$ cat src/rtl/board_ctrl.sv
// board_ctrl: tic-tac-toe board registers and the turn/outcome controller.
// It holds the nine 2-bit cells and accepts one move at a time. After each
// accepted move it spends one CHECK cycle so that the external detectors can
// see the updated board. It then either ends the game or hands the turn over.
// Cell encoding: 2'b00 empty, 2'b01 X, 2'b10 O.
module board_ctrl #(
    parameter logic FIRST_PLAYER = 1'b0
) (
    input  logic       clk,
    input  logic       reset,
    input  logic       new_game,
    input  logic       move_valid,
    input  logic [3:0] move_pos,
    input  logic       no_space,
    input  logic       win_x,
    input  logic       win_o,
    output logic [1:0] pos1,
    output logic [1:0] pos2,
    output logic [1:0] pos3,
    output logic [1:0] pos4,
    output logic [1:0] pos5,
    output logic [1:0] pos6,
    output logic [1:0] pos7,
    output logic [1:0] pos8,
    output logic [1:0] pos9,
    output logic       turn,
    output logic       ready,
    output logic       illegal,
    output logic       game_over,
    output logic [1:0] winner,
    output logic [3:0] move_count
);

    typedef enum logic [1:0] {
        ST_PLAY  = 2'b00,
        ST_CHECK = 2'b01,
        ST_OVER  = 2'b10
    } state_t;

    localparam logic [1:0] CELL_EMPTY = 2'b00;
    localparam logic [1:0] CELL_X     = 2'b01;
    localparam logic [1:0] CELL_O     = 2'b10;
    localparam logic [1:0] WIN_NONE   = 2'b00;
    localparam logic [1:0] WIN_X      = 2'b01;
    localparam logic [1:0] WIN_O      = 2'b10;
    localparam logic [1:0] WIN_DRAW   = 2'b11;

    // Registered state. Cell k (1..9) lives at cells_r[k-1].
    state_t          state_r;
    logic [8:0][1:0] cells_r;
    logic            turn_r;
    logic [3:0]      count_r;
    logic [1:0]      winner_r;
    logic            illegal_r;

    // Next-state values.
    state_t          state_s;
    logic [8:0][1:0] cells_s;
    logic            turn_s;
    logic [3:0]      count_s;
    logic [1:0]      winner_s;
    logic            illegal_s;

    // Move decoding.
    logic            pos_ok_s;
    logic [3:0]      idx_s;
    logic [1:0]      target_s;

    // A cell index is legal only in 1..9. Outside that range the target is
    // treated as occupied, so the move is rejected.
    function automatic logic pos_in_range(input logic [3:0] p);
        return (p >= 4'd1) && (p <= 4'd9);
    endfunction

    // Decode the requested cell and read its current contents.
    always_comb begin
        pos_ok_s = pos_in_range(move_pos);
        idx_s    = move_pos - 4'd1;
        if (pos_ok_s) begin
            target_s = cells_r[idx_s];
        end else begin
            target_s = 2'b11;
        end
    end

    // Next-state and next-output logic. new_game overrides everything else.
    always_comb begin
        state_s   = state_r;
        cells_s   = cells_r;
        turn_s    = turn_r;
        count_s   = count_r;
        winner_s  = winner_r;
        illegal_s = 1'b0;
        if (new_game) begin
            state_s  = ST_PLAY;
            cells_s  = '0;
            turn_s   = FIRST_PLAYER;
            count_s  = 4'd0;
            winner_s = WIN_NONE;
        end else begin
            case (state_r)
                ST_PLAY: begin
                    if (move_valid) begin
                        if (target_s == CELL_EMPTY) begin
                            cells_s[idx_s] = turn_r ? CELL_O : CELL_X;
                            if (count_r != 4'd9) begin
                                count_s = count_r + 4'd1;
                            end else begin
                                count_s = count_r;
                            end
                            state_s = ST_CHECK;
                        end else begin
                            illegal_s = 1'b1;
                        end
                    end else begin
                        state_s = ST_PLAY;
                    end
                end
                ST_CHECK: begin
                    // X is checked first, so a simultaneous report resolves to X.
                    // A win is checked before a full board, so a winning ninth
                    // move is not reported as a draw.
                    if (win_x) begin
                        winner_s = WIN_X;
                        state_s  = ST_OVER;
                    end else if (win_o) begin
                        winner_s = WIN_O;
                        state_s  = ST_OVER;
                    end else if (no_space) begin
                        winner_s = WIN_DRAW;
                        state_s  = ST_OVER;
                    end else begin
                        turn_s  = ~turn_r;
                        state_s = ST_PLAY;
                    end
                end
                ST_OVER: begin
                    state_s = ST_OVER;
                end
                default: begin
                    state_s = ST_PLAY;
                end
            endcase
        end
    end

    // State and board registers with synchronous reset.
    always_ff @(posedge clk) begin
        if (reset) begin
            state_r   <= ST_PLAY;
            cells_r   <= '0;
            turn_r    <= FIRST_PLAYER;
            count_r   <= 4'd0;
            winner_r  <= WIN_NONE;
            illegal_r <= 1'b0;
        end else begin
            state_r   <= state_s;
            cells_r   <= cells_s;
            turn_r    <= turn_s;
            count_r   <= count_s;
            winner_r  <= winner_s;
            illegal_r <= illegal_s;
        end
    end

    assign pos1       = cells_r[0];
    assign pos2       = cells_r[1];
    assign pos3       = cells_r[2];
    assign pos4       = cells_r[3];
    assign pos5       = cells_r[4];
    assign pos6       = cells_r[5];
    assign pos7       = cells_r[6];
    assign pos8       = cells_r[7];
    assign pos9       = cells_r[8];
    assign turn       = turn_r;
    assign ready      = (state_r == ST_PLAY);
    assign game_over  = (state_r == ST_OVER);
    assign winner     = winner_r;
    assign move_count = count_r;
    assign illegal    = illegal_r;

endmodule

$ cat config.mk
export PLATFORM = sky130hd
export DESIGN_NAME = board_ctrl
export DESIGN_NICKNAME = d
export VERILOG_FILES = /design/src/rtl/board_ctrl.sv
export SDC_FILE = /design/constraint.sdc
export NUM_CORES = 1
export LEC_CHECK = 0
export CAP_MARGIN = 30
export CELL_PAD_IN_SITES_DETAIL_PLACEMENT = 0
export CELL_PAD_IN_SITES_GLOBAL_PLACEMENT = 2
export CORE_MARGIN = 3
export CORE_UTILIZATION = 33
export DETAILED_ROUTE_END_ITERATION = 8
export DONT_BUFFER_PORTS = 1
export GPL_TIMING_DRIVEN = 0
export PLACE_DENSITY = 0.78
export SKIP_LAST_GASP = 1
export SLEW_MARGIN = 0
export SYNTH_ARGS = -nofsm -noshare
export SYNTH_HDL_FRONTEND = slang
export SYNTH_SLANG_ARGS = --single-unit
$ cat constraint.sdc
create_clock -name clk -period 1.9 [get_ports clk]
set_input_delay 0.38 -clock clk [delete_from_list [all_inputs] [get_ports clk]]
set_output_delay 0.38 -clock clk [all_outputs]
set_load 0.005 [all_outputs]
* Yosys cells after proc, flatten, opt, wreduce, memory -nomap -nowiden
Index checks and enable logic that the tools add are counted.
** Word-level totals
- Bits in registers :: 28
- Input port bits :: 11
- Output and inout port bits :: 28
- Logic and storage cells :: 58
** Operators by class
- $add $sub $neg :: 2
- Order comparisons :: 4
- Equal/unequal tests :: 4
- Mux-type cells :: 17
- Bitwise operators :: 6
- Reductions and logical operators :: 11
** Operators by type and width (number)
- 2-to-1 mux 2 bit :: 12
- bitwise mux 18 bit :: 1
- binary-select mux 2 bit (select 4 bit) :: 1
- demux 2 bit (select 4 bit) :: 1
- >= comparator 4 x 1 -> 1 bit, second input constant :: 2
- AND reduction 4 bit :: 2
- NOT 1 bit :: 6
- one-hot mux 2 bit (3 select lines) :: 1
- < comparator 4 x 5 -> 1 bit, second input constant :: 1
- adder 4 x 1 -> 4 bit, second input constant :: 1
- <= comparator 4 bit, second input constant :: 1
- zero test 2 bit :: 2
- inequality test 4 bit, second input constant :: 1
- OR reduction 4 bit :: 1
- subtractor 4 x 1 -> 4 bit, second input constant :: 1
- inequality test 3 x 2 -> 1 bit, second input constant :: 1
- AND reduction 3 bit :: 1
- nonzero test 3 bit :: 1
- equality test 2 x 1 -> 1 bit, second input constant :: 1
- equality test 2 bit, second input constant :: 1
- logical AND 1 bit :: 2
- AND reduction 2 bit :: 1
- OR reduction 2 bit :: 1
- 2-to-1 mux 1 bit :: 1

* Depth between registers and ports, before layout
- Word-level depth :: 8
- Mapped depth :: 7
- Depth with buffers taken out :: 7

* Least setup slack after synthesis
OpenSTA, ideal clock, no wires.
- Path type :: input port to flip-flop
- Start point :: in move_pos[0]
- End point :: reg count_r[1], in the netlist move_count[1]
- Library setup time :: 0.079 ns
- Arrival :: 1.829 ns
- Setup slack :: -0.008 ns
- Stages :: 7
- Path buffers :: 0
- Path through :: inv_2 > ha_1 > nor4b_1 > a21oi_1 > and3_1 > o211a_1 > a211oi_2
** Between the ends
- Cells in the longest elaborated chain, start to end :: 6
** RTL lines
- start: declaration :: line 13 : input logic [3:0] move_pos,
- subtractor 4 x 1 -> 4 bit :: line 78 : idx_s = move_pos - 4'd1;
- binary-select mux 2 bit (select 4 bit) :: line 80 : target_s = cells_r[idx_s];
- 2-to-1 mux 2 bit (not written as such) :: line 80
- 2-to-1 mux 2 bit * :: line 79 : if (pos_ok_s) begin
- zero test 2 bit * :: line 104 : if (target_s == CELL_EMPTY) begin
- AND reduction 4 bit (no line) *
- end signal: assignment :: line 160 : count_r <= count_s;
- end: declaration :: line 52 : logic [3:0] count_r;
Every way passes the cells marked *; elsewhere a longest branch is shown, timed or not. The select of a mux whose other input is x is not followed.
A chain may end at the register's enable or synchronous reset.

* Worst setup path in the final report
- Start point :: reg cells_r, in the netlist pos3[1]
- End point :: reg count_r[1], in the netlist move_count[1]
** Between the ends
- Cells in the longest elaborated chain, start to end :: 5
** RTL lines
- start: declaration :: line 50 : logic [8:0][1:0] cells_r;
- start signal: assignment :: line 158 : cells_r <= cells_s;
- binary-select mux 2 bit (select 4 bit) :: line 80
- 2-to-1 mux 2 bit (not written as such) :: line 80
- 2-to-1 mux 2 bit :: line 79
- zero test 2 bit :: line 104
- AND reduction 4 bit (no line)
No other way between the ends. The select of a mux whose other input is x is not followed.

==> flow_metrics.env <==
export IMPL_grt_pass1_vias=1178
export IMPL_drc_errors=0
export IMPL_synthToLayoutAreaGrowth_pct=11.0
export IMPL_antenna_found_initial=0
export IMPL_synth_area_mm2=0.00145
export IMPL_coreArea_mm2=0.00412
export IMPL_hp_class="in2reg"
export IMPL_cts_inserted_buffers=3
export IMPL_crit_type="reg2reg"
export IMPL_r2r_end="move_count[1]"
export IMPL_cts_buffer_depth=2
export IMPL_crit_required_ps=2100
export IMPL_slew_violations=0
export IMPL_holdBufCountCts=0
export IMPL_ir_drop_v=0.000285
export IMPL_antenna_cells=0
export IMPL_switchingPower_uw=269
export IMPL_ant_nets=0
export IMPL_setup_viol=0
export IMPL_cts_htree_levels=1
export IMPL_firstDrtPassIters=4
export IMPL_grt_max_degree=16
export IMPL_synth_edf_count=0
export IMPL_fin_skew_ps=12.7
export IMPL_pwr_share_comb_pct=10.7
export IMPL_pre_cts_slack_ps=-209
export IMPL_drt_total_wl_um=3610
export IMPL_nFillCells=421
export IMPL_r2r_start="pos3[1]"
export IMPL_leakagePower_uw=0.000556
export IMPL_rr_worst_depth=5
export IMPL_rsz0062_at_grt="false"
export IMPL_yosysWarningCount=0
export IMPL_fin_crit_sh_pct=93.9
export IMPL_clk_pin_slew_ps=100
export IMPL_cts_tree="done"
export IMPL_r2r_slack_ps=120
export IMPL_clk_insertion_delay_late_ps=280
export IMPL_path_max_fanout=4
export IMPL_crit_path_end="move_count[1]"
export IMPL_run_status="complete, no violations"
export IMPL_wl_per_cell_um=16.9
export IMPL_crit_chain="nor2_1, mux4_2, mux2_4, o211a_1, a211oi_2"
export IMPL_drive_above_1_share_pct=13.4
export IMPL_synth_seq_cells=28
export IMPL_grt_pass1_wl_um=5840
export IMPL_max_stage_delay_ps=520
export IMPL_hold_violations=0
export IMPL_clkPwrFrac_pct=34.4
export IMPL_initial_utilization_pct=35.3
export IMPL_gp_congestion=0.799
export IMPL_drt_initial_drc_count=52
export IMPL_drv_cap=0
export IMPL_async_reset_ff_share_pct=0
export IMPL_hpwl_um=2770
export IMPL_die_y_um=72.3
export IMPL_critPathLaunch="pos3[1]"
export IMPL_ys_seq_area_share_pct=38.6
export IMPL_pin_count=39
export IMPL_power_density_mw_per_mm2=676
export IMPL_vias=1125
export IMPL_critPathBufInv=0
export IMPL_synth_avg_cell_area_um2=9.08
export IMPL_slew_headroom_pct=58.9
export IMPL_setup_ws_ps=116
export IMPL_die_width_um=72.3
export IMPL_track_usage_pct=14.0
export IMPL_seq_power_share_pct=54.9
export IMPL_slowest_stage="mux4_2"
export IMPL_row_count=23
export IMPL_cts_sinks=28
export IMPL_cp_start_kind="register"
export IMPL_worst_slew_pin_slew_ps=615
export IMPL_synth_distinct_cells=40
export IMPL_crit_arrival_ps=1990
export IMPL_grt_ovfl_total=0
export IMPL_finalNetCount=183
export IMPL_max_freq_mhz=560
export IMPL_cp_top_family="multiplexers"
export IMPL_via_per_inst=5.26
export IMPL_min_delay_path_depth=1
export IMPL_cts_root_buffer="clkbuf_8"
export IMPL_largest_reg_flops=4
export IMPL_p_int_uw=821
export IMPL_io_buffers=0
export IMPL_synth_cells=160
export IMPL_dieArea_mm2=0.00523
export IMPL_p_sw_share_pct=24.7
export IMPL_synth_ff_type="dfxtp_1"
export IMPL_endpoint_kind="register"
export IMPL_cts_setup_buffers=0
export IMPL_path_depth=5
export IMPL_synthesis_nets=178
export IMPL_post_route_min_period_ps=1780
export IMPL_p_total_uw=1090
## cell usage after synthesis (2+ instances only)
master	number	area share [%]
a211oi_1	2	1.0
a21oi_1	3	1.0
and3_1	2	0.86
clkbuf_1	2	0.52
dfxtp_1	28	39
ha_1	7	6.0
inv_1	5	1.3
mux2i_1	19	13
mux4_2	2	3.1
nand2_1	28	7.2
nand3_1	3	1.0
nand4_1	4	1.7
nor2_1	21	5.4
nor3_1	2	0.69
o211a_1	2	1.4
o21ai_0	3	1.0
or3_1	3	1.3
xor2_1	2	1.2
## routing by layer
metal / up-vias / part of all wire [%] / global-route usage [%]
met5: - / 0 / 0
met4: 0 / 0.55 / 3.13
met3: 2 / 6.1 / 4.16
met2: 17 / 46 / 21.6
met1: 538 / 47 / 19.2
li1: 568 / - / -
## stage by stage
step | setup TNS (ps) | cell area, µm² | hold WS, ps | utilization [%] | instances
2_1_floorplan | 0 | 1460 | 464 | - | 160
3_3_place_gp | -2260 | 1520 | 479 | 37.0 | 210
3_5_place_dp | -3240 | 1520 | 486 | 37.0 | 210
4_1_cts | -135 | 1580 | 195 | 38.4 | 214
5_1_grt | 0 | 1610 | 186 | 39.2 | 214
6_report | 0 | 1610 | 200 | 39.2 | 214
## power groups by stage
stage | clock network (µW) | logic [µW] | registers (µW)
3_3_place_gp | 0 | 107 | 612
6_report | 375 | 116 | 598
5_1_grt | 399 | 128 | 599
2_1_floorplan | 0 | 84.5 | 610
3_5_place_dp | 0 | 109 | 612
4_1_cts | 379 | 111 | 599
## cells by family (layout without fill, tap and decap cells)
logic type                 after synthesis  in the layout  share of synthesized area, %
and+or+nand+nor                         72             72                          22.9
xor gates and xnor gates                 3              3                          1.81
adders and majority gates                7              7                          6.03
buffers and inverters                    9             13                          2.33
muxes                                   22             22                          17.2
DFF                                     28             28                          38.6
AOI/OAI and AO/OA                       19             19                          11.1
## what timing repair did
| action | 4_1_cts | 5_1_grt |
|---|---|---|
| endpoints found under the setup margin | 6 | 17 |
| pin swaps | 0 | 2 |
| gates cloned | 0 | 0 |
| gates resized for setup | 2 | 8 |
## layout by cell type (no fill, tap or decap), drive strengths merged, types with 3 or more instances in the layout
cell    synthesis  routed
nand2          28      28
dfxtp          28      28
o21ai           4       4
nor2           21      21
ha              7       7
inv             6       6
nand3           3       3
or3             3       3
clkbuf          2       6
mux2i          19      19
a21oi           3       3
a211oi          3       3
nand4           4       4
## area by class of cell
| cell class | count | area (µm²) | area share [%] |
|---|---|---|---|
| well taps | 50 | 62.6 | 3.88 |
| inverters | 6 | 22.5 | 1.40 |
| multi-input cells | 123 | 901 | 55.9 |
| flip-flops and latches | 28 | 561 | 34.8 |
| clock buffers | 4 | 55.1 | 3.41 |
| plain buffers | 3 | 11.3 | 0.698 |
## worst min-delay path by stage
stage / start / slack [ps] / end
finish: win_x / 200 / winner[1]
CTS: win_x / 190 / winner[1]
global placement: win_x / 480 / winner[1]
detailed placement: win_x / 490 / winner[1]
global route: win_x / 190 / winner[1]
floorplan: pos9[0] / 460 / pos9[0]
(Power assumes the default switching activity.)
